### src/rtl/dmem_arb_pkg.sv
// Shared types and constants for the data-memory arbiter.
// Sized to match the 16x8 single-port data memory.
package dmem_arb_pkg;

   localparam int unsigned NUM_PORTS   = 2;
   localparam int unsigned DMEM_ADDR_W = 4;
   localparam int unsigned DMEM_DATA_W = 8;

   typedef enum logic [1:0] {
      IDLE = 2'd0,
      OWN0 = 2'd1,
      OWN1 = 2'd2
   } arb_state_t;

   // One-hot grant vector for a port index.
   function automatic logic [NUM_PORTS-1:0] port_onehot(input logic p);
      return p ? 2'b10 : 2'b01;
   endfunction

endpackage

### src/rtl/dmem_arb_pick.sv
// Combinational two-way pick for the data-memory arbiter.
// Build option: DMEM_ARB_RR_EN selects round-robin conflict resolution
// (port != last wins); otherwise port 0 wins conflicts. A pending forced
// release always hands a conflict to the port that did not own the lock.
module dmem_arb_pick
   import dmem_arb_pkg::*;
(
   input  logic [NUM_PORTS-1:0] req,
   input  logic [NUM_PORTS-1:0] eligible,
   input  logic                 last,
   input  logic                 force_other,
   output logic [NUM_PORTS-1:0] winner
);

   logic [NUM_PORTS-1:0] cand;
   logic                 mode_pref;
   logic                 pref;

   assign cand = req & eligible;

`ifdef DMEM_ARB_RR_EN
   assign mode_pref = ~last;
`else
   assign mode_pref = 1'b0;
`endif

   // After a forced release, last still names the previous owner.
   assign pref = force_other ? ~last : mode_pref;

   // Resolve to a single one-hot winner among eligible requesters.
   always_comb begin
      winner = '0;
      case (cand)
         2'b01:   winner = 2'b01;
         2'b10:   winner = 2'b10;
         2'b11:   winner = port_onehot(pref);
         default: winner = '0;
      endcase
   end

endmodule

### src/rtl/dmem_arbiter.sv
// Two-port arbiter/sequencer in front of the single-port data memory.
// Port 0 = CPU load/store, port 1 = DMA/debug loader. Supports a bounded
// per-port lock for atomic read-modify-write sequences.
// Build option: DMEM_ARB_RR_EN (round-robin IDLE arbitration, in dmem_arb_pick).
module dmem_arbiter
   import dmem_arb_pkg::*;
#(
   parameter int unsigned ADDR_W   = DMEM_ADDR_W,
   parameter int unsigned DATA_W   = DMEM_DATA_W,
   parameter int unsigned MAX_LOCK = 8
) (
   input  logic                  clk,
   input  logic                  rst_n,
   input  logic [1:0]            req,
   input  logic [1:0]            we,
   input  logic [1:0]            lock,
   input  logic [2*ADDR_W-1:0]   addr,
   input  logic [2*DATA_W-1:0]   wdata,
   output logic [1:0]            gnt,
   output logic [1:0]            rvalid,
   output logic [DATA_W-1:0]     rdata,
   output logic                  mem_E,
   output logic                  mem_WE,
   output logic [ADDR_W-1:0]     mem_Addr,
   output logic [DATA_W-1:0]     mem_Data_in,
   input  logic [DATA_W-1:0]     mem_Data_out
);

   arb_state_t           state;
   arb_state_t           state_nxt;
   logic [7:0]           lock_cnt;
   logic [7:0]           lock_cnt_nxt;
   logic                 last;
   logic                 force_other;
   logic                 force_nxt;
   logic [1:0]           eligible;
   logic [1:0]           pick_gnt;
   logic                 sel;
   logic                 own;
   logic                 lock_own;
   logic                 lock_hit;
   logic [1:0]           rd_gnt;
   logic [ADDR_W-1:0]    addr_sel;
   logic [DATA_W-1:0]    wdata_sel;
   logic                 we_sel;

   // Only the owner may be granted while a lock is held.
   always_comb begin
      eligible = '0;
      case (state)
         IDLE:    eligible = 2'b11;
         OWN0:    eligible = 2'b01;
         OWN1:    eligible = 2'b10;
         default: eligible = '0;
      endcase
   end

   dmem_arb_pick u_pick (
      .req         (req),
      .eligible    (eligible),
      .last        (last),
      .force_other (force_other),
      .winner      (pick_gnt)
   );

   assign gnt = rst_n ? pick_gnt : '0;
   assign sel = gnt[1];

   assign addr_sel  = sel ? addr[2*ADDR_W-1:ADDR_W]   : addr[ADDR_W-1:0];
   assign wdata_sel = sel ? wdata[2*DATA_W-1:DATA_W]  : wdata[DATA_W-1:0];
   assign we_sel    = sel ? we[1] : we[0];

   assign mem_E       = |gnt;
   assign mem_WE      = mem_E & we_sel;
   assign mem_Addr    = mem_E ? addr_sel  : '0;
   assign mem_Data_in = mem_E ? wdata_sel : '0;

   assign rd_gnt = gnt & ~we;

   assign own      = (state == OWN1);
   assign lock_own = own ? lock[1] : lock[0];
   // The cycle that brings the count to MAX_LOCK is the last one owned,
   // so IDLE entry plus MAX_LOCK-1 owned cycles make MAX_LOCK in total.
   assign lock_hit = ({1'b0, lock_cnt} + 9'd1) >= 9'(MAX_LOCK);

   // Next-state, lock counter and forced-release flag.
   always_comb begin
      state_nxt    = state;
      lock_cnt_nxt = lock_cnt;
      force_nxt    = 1'b0;
      case (state)
         IDLE: begin
            if (mem_E && (sel ? lock[1] : lock[0])) begin
               state_nxt    = sel ? OWN1 : OWN0;
               lock_cnt_nxt = 8'd1;
            end
         end
         OWN0, OWN1: begin
            lock_cnt_nxt = lock_cnt + 8'd1;
            if (!lock_own || lock_hit) begin
               state_nxt    = IDLE;
               lock_cnt_nxt = '0;
               force_nxt    = lock_own;
            end
         end
         default: begin
            state_nxt    = IDLE;
            lock_cnt_nxt = '0;
         end
      endcase
   end

   // FSM state, lock counter and last-winner tracking.
   always_ff @(posedge clk) begin
      if (!rst_n) begin
         state       <= IDLE;
         lock_cnt    <= '0;
         last        <= 1'b1;
         force_other <= 1'b0;
      end else begin
         state       <= state_nxt;
         lock_cnt    <= lock_cnt_nxt;
         force_other <= force_nxt;
         if (mem_E) begin
            last <= sel;
         end
      end
   end

   // One-cycle read response; rdata holds between responses.
   always_ff @(posedge clk) begin
      if (!rst_n) begin
         rvalid <= '0;
         rdata  <= '0;
      end else begin
         rvalid <= rd_gnt;
         if (|rd_gnt) begin
            rdata <= mem_Data_out;
         end
      end
   end

endmodule

### config.mk
export PLATFORM = sky130hd
export DESIGN_NAME = dmem_arbiter
export DESIGN_NICKNAME = d
export VERILOG_FILES = /design/src/rtl/dmem_arb_pkg.sv /design/src/rtl/dmem_arb_pick.sv /design/src/rtl/dmem_arbiter.sv
export SDC_FILE = /design/constraint.sdc
export NUM_CORES = 1
export LEC_CHECK = 0
export BUFFER_PORTS_ARGS = -buffer_cell sky130_fd_sc_hd__clkbuf_2
export CORE_ASPECT_RATIO = 1.1
export CORE_MARGIN = 10
export CORE_UTILIZATION = 40
export CTS_BUF_LIST = sky130_fd_sc_hd__clkbuf_8
export DETAILED_ROUTE_END_ITERATION = 10
export PLACE_DENSITY_LB_ADDON = 0.2
export SYNTH_ARGS = -nofsm -noshare
export SYNTH_HDL_FRONTEND = slang
export SYNTH_SLANG_ARGS = --single-unit
### constraint.sdc
create_clock -name clk -period 3.4 [get_ports clk]
set_input_delay 0.51 -clock clk [delete_from_list [all_inputs] [get_ports clk]]
set_output_delay 0.51 -clock clk [all_outputs]
set_load 0.02 [all_outputs]
==> metrics.md, run 1 <==
| Metric | Value |
|---|---|
| Status | `completed` |
| Fillers | `301` |
| Die Y | `79.56 um` |
| Required @ worst endpoint | `2890 ps` |
| Via density | `5.102` |
| DRT iter0 DRCs | `31` |
| Worst Tran Pin Value | `556.6 ps` |
| Clock Skew | `2.285 ps` |
| Clk root buf | `clkbuf_8` |
| Yosys warnings | `0` |
| Die Area | `5899 sq um` |
| Clock slew seen by the registers of the worst setup and hold paths | `80 ps` |
| Ports | `66` |
| Largest net degree at the start of global routing | `18` |
| Initial antenna violation count | `0` |
| R2R setup slack | `1290 ps` |
| Residual DRC | `0` |
| Sequential Power Share | `38.3%` |
| Max Cap Viol | `0` |
| P_sw | `243.3 uW` |
| Inserted Clock Buffers | `3` |
| FP Rows | `21` |
| Hold Path Origin | `we[0]` |
| Synthesized net count | `214` |
| Fin crit period | `2690 ps` |
| Final std cells w/o fill | `265` |
| Synth area leader | `dfxtp_1` |
| Post-Syn Area | `1290 sq um` |
| Post-synth top cells | `nand2_1, dfxtp_1, a21oi_1` |
| Hold depth | `2` |
| Setup crit end kind | `primary output` |
| Post-synth EDFFs | `0` |
| I/O Buffers | `65` |
| Hold crit path type | `primary input to register` |
| Setup Fix Bufs, Post-CTS | `0` |
| Multi-input logic area | `779.5 sq um` |
| Chip Width | `74.15 um` |
| DRT Wirelength | `3.517 mm` |
| Max Slew Vio Count | `0` |
| Crit-path max FO | `16` |
| Avg WL per Cell | `13.27 um` |
| Post-Syn Instances | `168` |
| Post-Syn Area per Cell | `7.678 sq um` |
| RSZ-0062 raised after global routing | `false` |
| First-pass GRT wire length | `6.065 mm` |
| Critical Path Start | `state[0]$_SDFFE_PN0P_` |
| Synth Register Bits | `22` |
| Comb pwr share | `30.0%` |
| Unique masters post-synth | `41` |
| Static Leak | `0.0008424 uW` |
| Sequential fraction of the synthesis area | `34.14%` |
| Crit Path Class | `register to primary output` |
| CP Launch Type | `register` |
| Post-DP Area | `1640 sq um` |
| CTS max path bufs | `2` |
| Final Wtd Congestion | `0.7778` |
| Count of final setup violators | `0` |
| Int Pwr | `520.4 uW` |
| Via Count | `1,352` |
| Register area | `440.4 sq um` |
| Final Total Pwr | `763.6 uW` |
| Initial Util | `41.96%` |
| Post-synth ARST share | `0%` |
| CORE AREA | `3074 sq um` |
| Worst Path Arrival | `2180 ps` |
| Sw frac | `31.86%` |
| Vias in the first global route | `1,408` |
| DRT Pass-1 Iters | `6` |
| P per Cell Area | `446.1 nW/um^2` |
| Total gr overflow | `0` |
| Most common cell in the netlist | `nand2_1` |
| Fin. Hold Viols | `0` |
| Reg2reg start | `state[0]$_SDFFE_PN0P_` |
| Max Clk Rate | `371.7 MHz` |
| Layout cell share with drive strength beyond 1 | `34.63%` |
| Post-route setup TNS | `0 ps` |
| Post-CTS Hold Fix Bufs | `0` |
| Clock Sinks | `22` |
| RR Endpoint | `rdata[4]$_SDFFE_PN0P_` |
| HPWL Detailed | `2.854 mm` |
| Slew margin rel. | `62.90%` |
| Dpl cells | `261` |
| Area share of the largest cell type after synthesis | `34.14%` |
| H-tree levels | `1` |
| Reg2reg path depth | `7` |
| Share of total power in the clock network | `31.7%` |
| Skew-Pair Late Insertion Delay | `260 ps` |
| Final period util | `79.13%` |
| Final std cell area, no fill | `1712 sq um` |
| Nets@finish | `278` |
| Prevailing post-synth register cell | `dfxtp_1` |
| Area growth from synthesis to layout | `32.69%` |
| Final hold slack | `443.4 ps` |
| Post_cts resized | `0` |
| Worst Hold End | `rvalid[0]$_SDFF_PN0_` |
| GRT Resource Usage Total | `12.26%` |
| VDD IR max | `0.3354 mV` |
| Clock tree from TritonCTS | `built` |
| Ant. Diodes | `0` |
| Routed Antenna Nets | `0` |
| Synth area leaders | `dfxtp_1, nand2_1, a21oi_1, ha_1, o21ai_0` |
[metal layers]
metal / track usage [%] / vias up / share of wire [%]
met5: 0 / - / 0
met4: 3.918 / 0 / 0.88
met3: 6.841 / 2 / 11
met2: 18.86 / 51 / 45
met1: 14.00 / 588 / 43
li1: - / 711 / -
[kinds of logic after synthesis]
logic type | Yosys count | synth area share [%]
multiplexers | 2 | 1.552
XOR/XNOR | 1 | 0.6791
AND/OR/NAND/NOR | 71 | 25.70
buffers and inverters | 17 | 5.431
AO/OA/AOI/OAI | 49 | 26.67
flip-flops | 22 | 34.14
adder cells (fa/ha/maj) | 6 | 5.819
[sequential cells by signal, indices dropped and copies added (netlist names)]
| signal | flops |
|---|---|
| force_other | 1 |
| last | 1 |
| lock_cnt | 8 |
| rdata | 8 |
| rvalid | 2 |
| state | 2 |
[final cells by class]
class                      instances  share of cell area, %
clock inverter                     1                  1.754
tap                               34                  2.485
multi-input combinational        129                  45.54
inverter                           8                  1.754
timing repair buffer              68                  20.32
clock buffer                       3                  2.412
sequential                        22                  25.73
[power groups by stage]
stage | sequential, uW | combinational, uW | clock [uW]
after floorplan | 312 | 138 | 0
after global placement | 299 | 231 | 0
after detailed placement | 299 | 231 | 0
after CTS | 293 | 232 | 249
after global routing | 296 | 258 | 261
final | 292 | 229 | 242
[through the flow]
stage               worst slack (ps)  util, %
floorplan                      994.8        -
CTS                            676.9    55.68
global placement               950.9    53.36
detailed placement             923.2    53.36
finish                         709.5    55.68
global route                   482.9    55.68
[placed cells by master (no fill, tap or decap), drive strengths merged]
cell | netlist | layout
a31oi | 1 | 1
a22o | 1 | 1
inv | 8 | 8
dfxtp | 22 | 22
o211ai | 4 | 4
o311a | 1 | 1
o311ai | 1 | 1
o211a | 1 | 1
a311o | 1 | 1
o22ai | 2 | 2
and2 | 6 | 6
nand2b | 2 | 2
xnor2 | 1 | 1
a21oi | 15 | 15
and3 | 2 | 2
nor3 | 1 | 1
o2bb2ai | 2 | 2
nand4 | 2 | 2
clkbuf | 4 | 68
a311oi | 1 | 1
mux2i | 2 | 2
o2111a | 1 | 1
a41oi | 1 | 1
bufinv | 0 | 1
a211oi | 1 | 1
nor4b | 1 | 1
nor2 | 5 | 5
nand3 | 2 | 2
ha | 6 | 6
nor2b | 3 | 3
and4 | 1 | 1
buf | 5 | 3
o21a | 2 | 2
o21ai | 13 | 13
nand2 | 46 | 46
a2111oi | 1 | 1
[worst max-delay path, stage by stage (launching register included)]
cell and delay, ps:
dfxtp_1 390, inv_1 80, ha_1 300, o21ai_0 240, o211ai_2 110, buf_4 200
inv_2 200, nand2_1 90, a21oi_1 120, clkbuf_2 190
[how the worst max path moves through the flow]
stage	end	cells after the start
3_5_place_dp	mem_Addr[2]	8
5_1_grt	mem_Data_in[0]	9
3_3_place_gp	mem_Data_in[5]	8
6_report	mem_Addr[0]	9
2_1_floorplan	mem_Addr[2]	8
4_1_cts	mem_Addr[2]	9
Power figures use the tool's default switching activity.
==> inputs of run 2 (changes only) <==
Clock period 3.4 ns to 2.35 ns, I/O delays scaled along.
==> run 2 against run 1 <==
Combinational power increased by 71%. Via count increased by 3.7%. Cell count increased by 4.5%. Count of clock-buffer cells in the layout unchanged. Register-to-register slack got worse by 960 ps. Worst setup slack got worse by 600 ps. Clock power increased by 48%. Utilization increased by 5.0 points. Final area increased by 9.0%. Sequential power increased by 45%. Flip-flop and latch count unchanged. Sequential share of layout area decreased by 2.0 points. Critical path type unchanged.
==> metrics.md, run 2 (synthesis gave the netlist of run 1 again) <==
| Metric | Value |
|---|---|
| Most common cell after layout, fill and taps aside | `clkbuf_2` |
| Clk root buf | `clkbuf_8` |
| Critical path buffer and inverter count | `4 (unchanged)` |
| Max Clk Rate | `445.5 MHz` |
| P_sw | `379.4 uW (+56%)` |
| Post-CTS Hold Fix Bufs | `0 (unchanged)` |
| Nets@finish | `290 (+4.3%)` |
| Crit-path max FO | `7 (-9)` |
| CP Launch Type | `register` |
| Clock Sinks | `22 (unchanged)` |
| Clock tree from TritonCTS | `built` |
| CP cell instances | `inv_2, ha_1, o21ai_1, o211ai_4, buf_4, buf_6, nand2_1, a21oi_1, buf_2` |
| Multi-input logic area | `819.5 sq um (+5.1%)` |
| Via Count | `1,402 (+3.7%)` |
| Residual DRC | `0 (unchanged)` |
| Ports | `66 (unchanged)` |
| Setup crit end kind | `primary output` |
| Via density | `5.061 (-0.79%)` |
| Largest net degree at the start of global routing | `17 (-1)` |
| Commonest cells after routing, fill and taps aside | `clkbuf_2, nand2_1, dfxtp_1, a21oi_1, buf_4` |
| Sequential Power Share | `36.2% (-2.1 points)` |
| Layout Utilization | `60.68% (+5.0 points)` |
| P per Cell Area | `629.1 nW/um^2 (+41%)` |
| Chip Width | `74.15 um (unchanged)` |
| Status | `completed` |
| Final period util | `95.53%` |
| DRT iter0 DRCs | `42 (+35%)` |
| Dpl cells | `264 (+1.1%)` |
| Ant. Diodes | `0 (unchanged)` |
| VDD IR max | `0.4072 mV (+21%)` |
| Avg WL per Cell | `13.83 um (+4.2%)` |
| DRT Pass-1 Iters | `4 (-2)` |
| Comb pwr share | `33.4% (+3.4 points)` |
| Hold crit path type | `primary input to register` |
| Max Slew Vio Count | `0 (unchanged)` |
| Fin crit period | `2245 ps` |
| CTS max path bufs | `2 (unchanged)` |
| Area growth from synthesis to layout | `44.62%` |
| GRT Resource Usage Total | `12.13% (-0.13 points)` |
| Total gr overflow | `0 (unchanged)` |
| Skew-Pair Late Insertion Delay | `260 ps (about the same)` |
| Final std cells w/o fill | `277 (+4.5%)` |
| Sw frac | `32.33% (+0.47 points)` |
| RSZ-0062 raised after global routing | `false` |
| Worst Path Arrival | `1890 ps (-290 ps)` |
| Layout cell share with drive strength beyond 1 | `41.15% (+6.5 points)` |
| Met3 wire len | `456 um (+13%)` |
| Int Pwr | `794.1 uW (+53%)` |
| Register area | `442.9 sq um (+0.57%)` |
| DRT Wirelength | `3.830 mm (+8.9%)` |
| Fin. Hold Viols | `0 (unchanged)` |
| Final hold slack | `280.1 ps (-163.3 ps)` |
| Die Y | `79.56 um (unchanged)` |
| Static Leak | `0.0009096 uW (+8.0%)` |
| Fillers | `280 (-7.0%)` |
| Post-route setup TNS | `0 ps (unchanged)` |
| Post-Route M1 WL | `1.552 mm (+3.6%)` |
| Slowest stage delay, CP | `360 ps (-30 ps)` |
| Cell with the largest stage delay on the worst path | `dfxtp_2` |
| Inserted Clock Buffers | `3 (unchanged)` |
| Final Total Pwr | `1174 uW (+54%)` |
| Count of final setup violators | `0 (unchanged)` |
| Vias in the first global route | `1,373 (-2.5%)` |
| Crit Path Class | `register to primary output` |
| Clock Skew | `1.040 ps (-1.245 ps)` |
| Met2 wire len | `1.789 mm (+13%)` |
| CP top delay family | `buffers and inverters` |
| CORE AREA | `3074 sq um (unchanged)` |
| Share of total power in the clock network | `30.5% (-1.2 points)` |
| First-pass GRT wire length | `5.899 mm (-2.7%)` |
| Top routing layer used | `met4` |
| FP Rows | `21 (unchanged)` |
| Max Cap Viol | `0 (unchanged)` |
| HPWL Detailed | `2.914 mm (+2.1%)` |
| Initial Util | `41.96% (unchanged)` |
| I/O Buffers | `65 (unchanged)` |
| Leading registers by flop count | `lock_cnt: 8 flops, rdata: 8 flops` |
| Worst Tran Pin Value | `512.7 ps (-43.87 ps)` |
| Required @ worst endpoint | `2000 ps (-890 ps)` |
| Slew margin rel. | `65.75% (+2.9 points)` |
| Die Area | `5899 sq um (unchanged)` |
| Clock slew seen by the registers of the worst setup and hold paths | `80 ps (about the same)` |
| H-tree levels | `1 (unchanged)` |
| Routed Antenna Nets | `0 (unchanged)` |
| Final Wtd Congestion | `0.8299 (+6.7%)` |
| Initial antenna violation count | `0 (unchanged)` |
[run 2: cell types whose count changed in the layout (fill, tap and decap cells not counted), sizes merged]
| cell | before | now |
|---|---|---|
| clkinvlp | 0 | 1 |
| buf | 3 | 25 |
| clkbuf | 68 | 57 |
[run 2: final timing paths]
kind / startpoint / to / slack, ps / depth (start not counted)
setup / recovery: state[1]$_SDFFE_PN0P_ / mem_Data_in[7] / 110 / 9
setup reg to reg: lock_cnt[0]$_SDFFE_PN0P_ / state[1]$_SDFFE_PN0P_ / 330 / 6
hold reg to reg: rdata[5]$_SDFFE_PN0P_ / rdata[5]$_SDFFE_PN0P_ / 450 / 2
hold / removal: mem_Data_out[4] / rdata[4]$_SDFFE_PN0P_ / 280 / 3
[run 2: repair_timing]
item,CTS,global route
resized for setup,0,34
endpoints found under the setup margin,0,14
buffers inserted,0,7
[run 2: layout make-up]
type	instances	area share, %
Clock buffer	3	2.213
Inverter	8	1.744
Clock inverter	1	1.610
Timing Repair inverter	1	0.4024
Timing Repair Buffer	79	24.08
Multi-Input combinational cell	129	43.93
Tap cell	34	2.280
Sequential cell	22	23.74
[run 2: through the flow]
| step | setup slack (ps) | instance area (sq um) |
|---|---|---|
| final | 105.1 | 1866 |
| after global routing | 0.5558 | 1866 |
| after CTS | 2.902 | 1734 |
| after detailed placement | 298.1 | 1663 |
| after global placement | 304.4 | 1663 |
| after floorplan | 110.6 | 1290 |
[run 2: power groups by stage]
stage	sequential [uW]	clock [uW]	combinational, uW
after CTS	423	365	341
final	424	357	392
after floorplan	451	0	200
after global routing	429	381	432
after global placement	431	0	340
after detailed placement	432	0	340
[run 2: worst reg2reg max path, cell delays in order (launching register included)]
cell       delay [ps]
dfxtp_1           370
ha_1              260
a311oi_1          260
a31oi_1           100
a2111oi_4         550
a21oi_1           190
o2bb2ai_1         170
[run 2: layer usage]
metal | track usage, % | up-vias
li1 | - | 732
met1 | 13.20 | 615
met2 | 19.03 | 53
met3 | 7.711 | 2
met4 | 3.358 | 0
met5 | 0 | -
==> inputs of run 3 (changes only) <==
--- a/config.mk
+++ b/config.mk
@@ -13,3 +13,4 @@
 export DETAILED_ROUTE_END_ITERATION = 10
-export PLACE_DENSITY_LB_ADDON = 0.2
+export PLACE_DENSITY = 0.75
+export SKIP_CTS_REPAIR_TIMING = 1
 export SYNTH_ARGS = -nofsm -noshare
==> constraint.sdc (replaced) <==
create_clock -name clk -period 2.35 [get_ports clk]
set_input_delay 0.47 -clock clk [delete_from_list [all_inputs] [get_ports clk]]
set_output_delay 0.47 -clock clk [all_outputs]
set_load 0.02 [all_outputs]
==> run 3 against run 2 <==
Via count rose by 1.6%. Final area rose by 1.5%. Combinational power rose by 3%. Sequential share of layout area fell by 0.097 points. Utilization rose by 0.94 points. Critical path type unchanged.
==> metrics.md, run 3 (synthesis gave the netlist of run 1 again) <==
| Metric | Value |
|---|---|
| Status | `completed` |
| RSZ-0062 raised after global routing | `true` |
| Share of total power in the clock network | `29.7% (-0.8 points)` |
| Post-route setup TNS | `0 ps (unchanged)` |
| First-pass GRT wire length | `6.285 mm (+6.5%)` |
| I/O Buffers | `65 (unchanged)` |
| Final std cell area, no fill | `1894 sq um (+1.5%)` |
| Final std cells w/o fill | `275 (-0.72%)` |
| Inserted Clock Buffers | `3 (unchanged)` |
| Commonest cells after routing, fill and taps aside | `clkbuf_2, nand2_1, dfxtp_1, buf_4, a21oi_1` |
| Dpl cells | `264 (unchanged)` |
| Comb pwr share | `34.1% (+0.7 points)` |
| P per Cell Area | `625.4 nW/um^2 (-0.58%)` |
| Max Slew Vio Count | `0 (unchanged)` |
| Via density | `5.182 (+2.4%)` |
| Clock Skew | `5.998 ps (+4.958 ps)` |
| Avg WL per Cell | `14.65 um (+6.0%)` |
| Initial antenna violation count | `0 (unchanged)` |
| Area growth from synthesis to layout | `46.85%` |
| P_sw | `386.0 uW (+1.7%)` |
| Static Leak | `0.0009012 uW (-0.92%)` |
| Slew margin rel. | `64.61% (-1.1 points)` |
| Int Pwr | `798.8 uW (+0.58%)` |
| Ports | `66 (unchanged)` |
| HPWL Detailed | `3.020 mm (+3.6%)` |
| Layout cell share with drive strength beyond 1 | `43.57% (+2.4 points)` |
| Crit Path Class | `register to primary output` |
| DRT iter0 DRCs | `127 (+200%)` |
| Initial Util | `41.96% (unchanged)` |
| CTS max path bufs | `2 (unchanged)` |
| Total gr overflow | `0 (unchanged)` |
| H-tree levels | `1 (unchanged)` |
| Crit-path max FO | `7 (unchanged)` |
| DRT Wirelength | `4.030 mm (+5.2%)` |
| VDD IR max | `0.5098 mV (+25%)` |
| DRT Pass-1 Iters | `6 (+2)` |
| Ant. Diodes | `0 (unchanged)` |
| Die Y | `79.56 um (unchanged)` |
| Sequential Power Share | `36.2% (about the same)` |
| Most common cell after layout, fill and taps aside | `clkbuf_2` |
| Largest net degree at the start of global routing | `17 (unchanged)` |
| Leading registers by flop count | `lock_cnt: 8 flops, rdata: 8 flops` |
| CORE AREA | `3074 sq um (unchanged)` |
| FP Rows | `21 (unchanged)` |
| Worst Tran Pin Value | `530.9 ps (+18.16 ps)` |
| Max Clk Rate | `436.2 MHz (-2.1%)` |
| Sw frac | `32.58% (+0.25 points)` |
| Routed Antenna Nets | `0 (unchanged)` |
| Required @ worst endpoint | `1880 ps (-120 ps)` |
| R2R setup slack | `190 ps (-140 ps)` |
| Via Count | `1,425 (+1.6%)` |
| Post-DP Area | `1682 sq um (+1.1%)` |
| Clk root buf | `clkbuf_8` |
| Nets@finish | `288 (-0.69%)` |
| CP Launch Type | `register` |
| Count of final setup violators | `0 (unchanged)` |
| Worst Path Arrival | `1820 ps (-70 ps)` |
| Max Cap Viol | `0 (unchanged)` |
| Residual DRC | `0 (unchanged)` |
| GRT Resource Usage Total | `12.90% (+0.77 points)` |
| Setup crit end kind | `primary output` |
| Final period util | `97.56% (+2.0 points)` |
| Clock tree from TritonCTS | `built` |
| Fin crit period | `2293 ps (+47.76 ps)` |
| Clock slew seen by the registers of the worst setup and hold paths | `80 ps (about the same)` |
| Skew-Pair Late Insertion Delay | `260 ps (about the same)` |
| Chip Width | `74.15 um (unchanged)` |
| Clock Sinks | `22 (unchanged)` |
| Fin. Hold Viols | `0 (unchanged)` |
| Hold crit path type | `primary input to register` |
| Vias in the first global route | `1,396 (+1.7%)` |
| Final Wtd Congestion | `0.8326 (+0.33%)` |
| Die Area | `5899 sq um (unchanged)` |
==> run 3: cell type report <==
cell class / instances / area (sq um)
tap: 34 / 42.54
clock buffer: 3 / 41.29
inverter: 8 / 37.54
multi-input combinational: 129 / 848.3
timing repair buffer: 77 / 439.2
clock inverter: 1 / 30.03
fill: 272 / 1180
timing repair inverter: 1 / 7.507
sequential: 22 / 447.9
==> run 3: power groups by stage <==
stage | Clock (uW) | Combinational, uW | Sequential [uW]
after floorplan | 0 | 207 | 451
after global placement | 0 | 352 | 431
after detailed placement | 0 | 355 | 433
after CTS | 353 | 357 | 424
after global routing | 367 | 444 | 433
final | 352 | 404 | 429
==> run 3: through the flow <==
| stage | util (%) | worst slack, ps | total power, uW | hold slack (ps) |
|---|---|---|---|---|
| 5_1_grt | 61.62 | -34.81 | 1245 | 390.7 |
| 3_3_place_gp | 54.70 | 278.2 | 783.3 | 437.8 |
| 6_report | 61.62 | 57.36 | 1185 | 399.5 |
| 3_5_place_dp | 54.70 | 214.5 | 787.3 | 448.6 |
| 4_1_cts | 57.02 | -84.65 | 1134 | 396.6 |
| 2_1_floorplan | - | -6.916 | 657.4 | 455.2 |
==> run 3: worst max-delay path, cell delays in order, from the launching register on <==
cell and delay (ps):
dfxtp_4 390, inv_4 50, ha_4 170, o21a_1 220
o211ai_4 130, clkinvlp_4 220, a22o_1 250, buf_6 130
==> run 3: metal layers <==
metal	wire length, um	global-route usage (%)	up-vias
met2	1958	20.73	56
met1	1628	14.49	634
met4	11	2.239	0
met3	432	7.587	2
li1	-	-	733
met5	0	0	-
==> run 3: worst paths after layout <==
check,endpoint,cells after the start,startpoint
hold / removal,rdata[2]$_SDFFE_PN0P_,3,mem_Data_out[2]
setup / recovery,mem_WE,7,state[1]$_SDFFE_PN0P_
setup reg to reg,state[1]$_SDFFE_PN0P_,6,lock_cnt[0]$_SDFFE_PN0P_
hold reg to reg,rdata[5]$_SDFFE_PN0P_,2,rdata[5]$_SDFFE_PN0P_
